$ cat src/rtl/tt_um_unload_if.sv
// Read-back word stream from the weight unloader to a downstream loader.
// Handshake: a word (uo_data, uo_phase) transfers on a rising edge where uo_valid and ui_ready are both high; the master holds the word stable while ui_ready is low.
interface tt_um_unload_if #(
  parameter int MAX_IN_LEN = 16
);
  logic [MAX_IN_LEN-1:0] uo_data;
  logic                  uo_phase;
  logic                  uo_valid;
  logic                  ui_ready;

  modport master (output uo_data, uo_phase, uo_valid, input ui_ready);
  modport slave  (input uo_data, uo_phase, uo_valid, output ui_ready);
endinterface

$ cat src/rtl/tt_um_unload.sv
// Weight read-back transmitter: streams the 16x8 ternary weight array column by column
// as an MSB word followed by an LSB word, each under a valid/ready handshake.
module tt_um_unload #(
  parameter int MAX_IN_LEN  = 16,
  parameter int MAX_OUT_LEN = 8
) (
  input  logic                                 clk,
  input  logic                                 rst_n,
  input  logic                                 ena,
  input  logic                                 ui_start,
  input  logic [6:0]                           ui_param,
  input  logic [2*MAX_IN_LEN*MAX_OUT_LEN-1:0]  ui_weights,
  tt_um_unload_if.master                       bus,
  output logic                                 uo_busy,
  output logic                                 uo_done,
  output logic [1:0]                           state_dbg
);
  localparam int COL_W = $clog2(MAX_OUT_LEN);

  typedef enum logic [1:0] {IDLE = 2'd0, MSB = 2'd1, LSB = 2'd2} state_t;

  state_t           state;
  logic [COL_W-1:0] col;
  logic [COL_W-1:0] last_col;
  logic [3:0]       last_row;

  assign state_dbg = state;

  // Bit b of weight (row i, column c) for every enabled row; rows past lr read as 0.
  function automatic logic [MAX_IN_LEN-1:0] pick_word(
    input logic [2*MAX_IN_LEN*MAX_OUT_LEN-1:0] w,
    input logic [COL_W-1:0]                    c,
    input logic [3:0]                          lr,
    input logic                                b
  );
    pick_word = '0;
    for (int i = 0; i < MAX_IN_LEN; i++) begin
      if (i <= int'(lr)) pick_word[i] = w[2*(i*MAX_OUT_LEN + int'(c)) + int'(b)];
    end
  endfunction

  always_ff @(posedge clk or negedge rst_n) begin
    if (!rst_n) begin
      state        <= IDLE;
      col          <= '0;
      last_col     <= '0;
      last_row     <= '0;
      bus.uo_data  <= '0;
      bus.uo_phase <= 1'b0;
      bus.uo_valid <= 1'b0;
      uo_busy      <= 1'b0;
      uo_done      <= 1'b0;
    end else begin
      uo_done <= 1'b0;
      if (!ena) begin
        // Abort: a partial dump is dropped, never resumed.
        state        <= IDLE;
        col          <= '0;
        bus.uo_data  <= '0;
        bus.uo_phase <= 1'b0;
        bus.uo_valid <= 1'b0;
        uo_busy      <= 1'b0;
      end else begin
        case (state)
          IDLE: begin
            if (ui_start) begin
              last_col     <= COL_W'(ui_param[2:0]);
              last_row     <= ui_param[6:3];
              col          <= '0;
              bus.uo_data  <= pick_word(ui_weights, '0, ui_param[6:3], 1'b1);
              bus.uo_phase <= 1'b0;
              bus.uo_valid <= 1'b1;
              uo_busy      <= 1'b1;
              state        <= MSB;
            end
          end
          MSB: begin
            if (bus.ui_ready) begin
              bus.uo_data  <= pick_word(ui_weights, col, last_row, 1'b0);
              bus.uo_phase <= 1'b1;
              state        <= LSB;
            end
          end
          LSB: begin
            if (bus.ui_ready) begin
              if (col == last_col) begin
                bus.uo_data  <= '0;
                bus.uo_phase <= 1'b0;
                bus.uo_valid <= 1'b0;
                uo_busy      <= 1'b0;
                uo_done      <= 1'b1;
                col          <= '0;
                state        <= IDLE;
              end else begin
                col          <= col + COL_W'(1);
                bus.uo_data  <= pick_word(ui_weights, col + COL_W'(1), last_row, 1'b1);
                bus.uo_phase <= 1'b0;
                state        <= MSB;
              end
            end
          end
          default: state <= IDLE;
        endcase
      end
    end
  end
endmodule

$ cat src/flat_wrapper.sv
// flat-port wrapper written by rule: the top's interface ports become plain ports
module tt_um_unload_flat 
#(
  parameter int MAX_IN_LEN  = 16,
  parameter int MAX_OUT_LEN = 8
)
  (clk, rst_n, ena, ui_start, ui_param, ui_weights, uo_busy, uo_done, state_dbg, bus_uo_data, bus_uo_phase, bus_uo_valid, bus_ui_ready);
  tt_um_unload_if #(.MAX_IN_LEN(MAX_IN_LEN)) bus_i ();
  input  logic clk;
  input  logic rst_n;
  input  logic ena;
  input  logic ui_start;
  input  logic [6:0] ui_param;
  input  logic [2*MAX_IN_LEN*MAX_OUT_LEN-1:0] ui_weights;
  output logic uo_busy;
  output logic uo_done;
  output logic [1:0] state_dbg;
  output wire logic [$bits(bus_i.uo_data)-1:0] bus_uo_data;
  output wire logic [$bits(bus_i.uo_phase)-1:0] bus_uo_phase;
  output wire logic [$bits(bus_i.uo_valid)-1:0] bus_uo_valid;
  input wire logic [$bits(bus_i.ui_ready)-1:0] bus_ui_ready;
  assign bus_uo_data = bus_i.uo_data;
  assign bus_uo_phase = bus_i.uo_phase;
  assign bus_uo_valid = bus_i.uo_valid;
  assign bus_i.ui_ready = bus_ui_ready;
  tt_um_unload #(.MAX_IN_LEN(MAX_IN_LEN), .MAX_OUT_LEN(MAX_OUT_LEN)) u_core (.clk(clk), .rst_n(rst_n), .ena(ena), .ui_start(ui_start), .ui_param(ui_param), .ui_weights(ui_weights), .bus(bus_i), .uo_busy(uo_busy), .uo_done(uo_done), .state_dbg(state_dbg));
endmodule
$ cat config.mk
export PLATFORM = sky130hd
export DESIGN_NAME = tt_um_unload_flat
export DESIGN_NICKNAME = d
export VERILOG_FILES = /design/src/rtl/tt_um_unload_if.sv /design/src/rtl/tt_um_unload.sv /design/src/flat_wrapper.sv
export SDC_FILE = /design/constraint.sdc
export NUM_CORES = 1
export LEC_CHECK = 0
export ABC_AREA = 1
export BUFFER_PORTS_ARGS = -buffer_cell sky130_fd_sc_hd__buf_4
export CORE_AREA = 2 2 113 115
export CTS_CLUSTER_DIAMETER = 80
export DETAILED_ROUTE_END_ITERATION = 12
export DIE_AREA = 0 0 115 117
export MAX_ROUTING_LAYER = met4
export PLACE_DENSITY = 0.74
export SYNTH_ARGS = -nofsm -noshare
export SYNTH_HDL_FRONTEND = slang
export SYNTH_SLANG_ARGS = --single-unit
$ cat constraint.sdc
create_clock -name clk -period 2.02 [get_ports clk]
set_input_delay 0.202 -clock clk [delete_from_list [all_inputs] [get_ports clk]]
set_output_delay 0.202 -clock clk [all_outputs]
set_load 0.05 [all_outputs]
==> flow_summary.json <==
{
  "viasPerCell": 5.08,
  "fmax_mhz": 531,
  "cts_inserted_buffers": 5,
  "hpwl_um": 17000,
  "drv_cap": 0,
  "yosys_warnings": 0,
  "initial_core_util_pct": 39.3,
  "min_period_ps": 1880,
  "dieArea_um2": 13500,
  "rows": 41,
  "drt_iter0_drc": 688,
  "syn-num-nets": 1217,
  "grt_pass1_vias": 6319,
  "crit_type": "register to register",
  "end_kind": "register",
  "drive_above_1_share_pct": 28.2,
  "core_um2": 12300,
  "synthDistinctLibCells": 33,
  "io_buffers": 289,
  "rr_worst_depth": 12,
  "vdd_drop_max_uv": 950,
  "chipHeight_um": 117,
  "pin_count": 290,
  "worstPathMaxFanout": 30,
  "n_antenna_cell": 0,
  "crit_chain": "buf_4, buf_4, nor2_1, nor2_1, nand2_1, o21ai_1, nand2_1, nand2_1, nand3_1, nand3_1, nand2_1, nand2_1",
  "clock_latency_ps": 280,
  "min_from": "ui_param[2]",
  "synth_edf_count": 0,
  "arrival_ps": 2100,
  "power_frac_seq_pct": 16.9,
  "antenna_left": 0,
  "ys.flop_type": "dfrtp_1",
  "synthArstFlopShare_pct": 100,
  "r2r_setup_slack_ps": 140,
  "outcome": "finished, final reports clean",
  "internal_power_mw": 2.96,
  "leakage_nw": 4.20,
  "grt-ovfl-total": 0,
  "netlist_instances": 943,
  "wl_per_cell_um": 15.5,
  "hold_depth": 2,
  "n_fill_cell": 1335,
  "worst_pin_slew_ps": 435,
  "slew_headroom_pct": 70.7,
  "min_path_type": "input pin to register",
  "synth_area_um2": 4840,
  "setup_viol": 0,
  "cts.clk_slew.worst_paths_ps": 60,
  "vias": 6915,
  "routed_wl_um": 21000,
  "synth.ff_latch_count": 31,
  "track_usage_pct": 31.0,
  "drv_slew": 0,
  "clk_path_buf_depth": 2,
  "power.switching_mw": 3.15,
  "area.growth.synth_to_final_pct": 51.6,
  "drc_errors": 0,
  "grt_first_pass_wirelength_um": 31500,
  "crit_path_frequent_cell": "nand2_1",
  "p_sw_share_pct": 51.6,
  "syn_avg_cell_area_um2": 5.13,
  "setup_tns_ps": 0,
  "seqCellArea_um2": 781,
  "antenna_found_initial": 0,
  "timing.rr.end": "u_core.bus.uo_data[8]$_DFFE_PN0P_",
  "cts_tree": "done",
  "fp.dieW_um": 115,
  "pwr-share-clk_pct": 14.7,
  "crit_path_start_kind": "register",
  "clock_sinks": 31,
  "nets": 1483,
  "grt_max_degree": 56,
  "cp_slowest_stage_delay_ps": 440,
  "cp.required_ps": 2240,
  "first_pass_iters": 5,
  "seq_area_frac_synth_pct": 16.0,
  "power_frac_comb_pct": 68.4,
  "powerDensity_nw_per_um2": 833,
  "htree_num_levels": 2,
  "cts_setup_buffers": 0,
  "place_congestion": 0.976,
  "multiInputGateArea_um2": 3280,
  "slowest_stage": "dfrtp_4",
  "final_util_pct": 59.6,
  "post-route-period-util_pct": 93.2,
  "clock-root-buffer": "clkbuf_16",
  "r2r_start": "u_core.col[0]$_DFFE_PN0P_",
  "rsz0062_at_grt": "false",
  "skew_ps": 7.43,
  "min_to": "u_core.last_col[2]$_DFFE_PN0P_",
  "hold_viol": 0
}
[power by group through the flow]
stage | combinational (mW) | sequential [mW] | clock [mW]
2_1_floorplan | 2.34 | 1.41 | 0
3_3_place_gp | 4.11 | 1.04 | 0
3_5_place_dp | 4.12 | 1.03 | 0
4_1_cts | 4.14 | 1.03 | 0.907
5_1_grt | 4.58 | 1.05 | 0.942
6_report | 4.18 | 1.03 | 0.896
[synthesized netlist by cell type (3+ instances only)]
library cell | count | area share (%)
mux2_2 | 4 | 0.93
o211ai_1 | 4 | 0.62
o21ai_0 | 39 | 4.0
o21ai_1 | 30 | 3.1
buf_4 | 11 | 1.7
inv_2 | 3 | 0.23
or2_0 | 7 | 0.91
nand3_1 | 114 | 12
xnor2_1 | 3 | 0.54
nand2_1 | 336 | 26
buf_2 | 28 | 2.9
ha_1 | 6 | 1.6
clkbuf_1 | 11 | 0.85
inv_1 | 112 | 8.7
a21oi_1 | 23 | 2.4
buf_6 | 8 | 1.9
dfrtp_1 | 31 | 16
nand4_1 | 16 | 2.1
nor2_1 | 141 | 11
[critical path: cells and delay by family (launching register included)]
family,cells,cell delay (ps)
and+or+nand+nor,9,780
buffers and inverters,2,480
AOI/OAI and AO/OA,1,110
DFF,1,440
[per-stage QoR]
step / worst slack, ps / total power, mW / cell area (um2) / instances / hold WS, ps
2_1_floorplan: 15.9 / 3.76 / 4840 / 943 / -93.6
3_3_place_gp: 188 / 5.15 / 7130 / 1351 / 168
3_5_place_dp: 179 / 5.16 / 7130 / 1351 / 173
4_1_cts: 153 / 6.07 / 7310 / 1360 / 161
5_1_grt: 36.8 / 6.58 / 7330 / 1360 / 170
6_report: 137 / 6.11 / 7330 / 1360 / 163
[worst max path at each step]
stage / cells past startpoint / to / start / slack, ps
after global routing: 11 / u_core.bus.uo_data[5]$_DFFE_PN0P_ / u_core.state_dbg[1]$_DFFE_PN0P_ / 40
after CTS: 8 / u_core.bus.uo_data[0]$_DFFE_PN0P_ / u_core.col[0]$_DFFE_PN0P_ / 150
after global placement: 11 / u_core.bus.uo_data[5]$_DFFE_PN0P_ / u_core.state_dbg[0]$_DFFE_PN0P_ / 190
after floorplan: 11 / u_core.bus.uo_data[8]$_DFFE_PN0P_ / u_core.state_dbg[1]$_DFFE_PN0P_ / 20
final: 12 / u_core.bus.uo_data[8]$_DFFE_PN0P_ / u_core.col[0]$_DFFE_PN0P_ / 140
after detailed placement: 8 / u_core.bus.uo_data[0]$_DFFE_PN0P_ / u_core.col[0]$_DFFE_PN0P_ / 180
[cells in the final DEF (no fill, tap or decap), types with 2 or more instances in the layout]
master     netlist  layout
nand3_1        114     114
nor2_1         141     141
o22ai_1          2       2
or2_0            7       7
ha_1             6       5
clkbuf_16        0       5
dfrtp_1         31      29
xnor2_1          3       3
inv_1          112     112
o21ai_1         30      30
o211ai_1         4       4
or2_1            2       2
mux2_2           4       4
nand2_1        336     336
buf_12           0       6
inv_2            3       3
o21ai_0         39      39
a21oi_1         23      23
buf_4           11     310
nand4_1         16      16
[layout make-up]
type | count | share of cell area (%)
well taps | 150 | 2.56
inverters | 117 | 6.06
repair buffers | 318 | 33.7
flip-flops and latches | 31 | 10.6
clock inverters | 2 | 0.478
multi-input cells | 736 | 44.7
clock buffers | 6 | 1.89
[timing repair]
action                                 4_1_cts  5_1_grt
setup endpoints to repair                    0        2
endpoints found under the hold margin       31        0
hold buffers                                 1        0
resized for setup                            0        4
[cells by family (layout without fill, tap and decap cells)]
family | after synthesis | after routing | synth area share, %
flops | 31 | 31 | 16.0
compound gates | 100 | 100 | 10.7
simple gates | 621 | 621 | 52.8
mux | 4 | 4 | 0.931
xor+xnor | 5 | 5 | 1.45
fa+ha+maj | 6 | 6 | 1.55
buf+inv | 176 | 443 | 16.5
[routing by layer]
layer	part of all wire (%)	GRT usage, %	wire length, um	vias up
met3	8.2	4.89	1730	49
met5	0	-	0	-
met4	3.3	9.32	704	0
li1	-	-	-	3459
met1	39	35.7	8200	3062
met2	49	55.8	10400	345
[flip-flops by register name, indices dropped and copies added (netlist names)]
signal / flops
u_core.col: 3
u_core.bus.uo_phase: 1
u_core.last_row: 4
u_core.uo_done: 1
u_core.last_col: 3
u_core.state_dbg: 2
u_core.bus.uo_valid: 1
u_core.bus.uo_data: 16
Note: power is estimated with default switching activity, not from simulation.
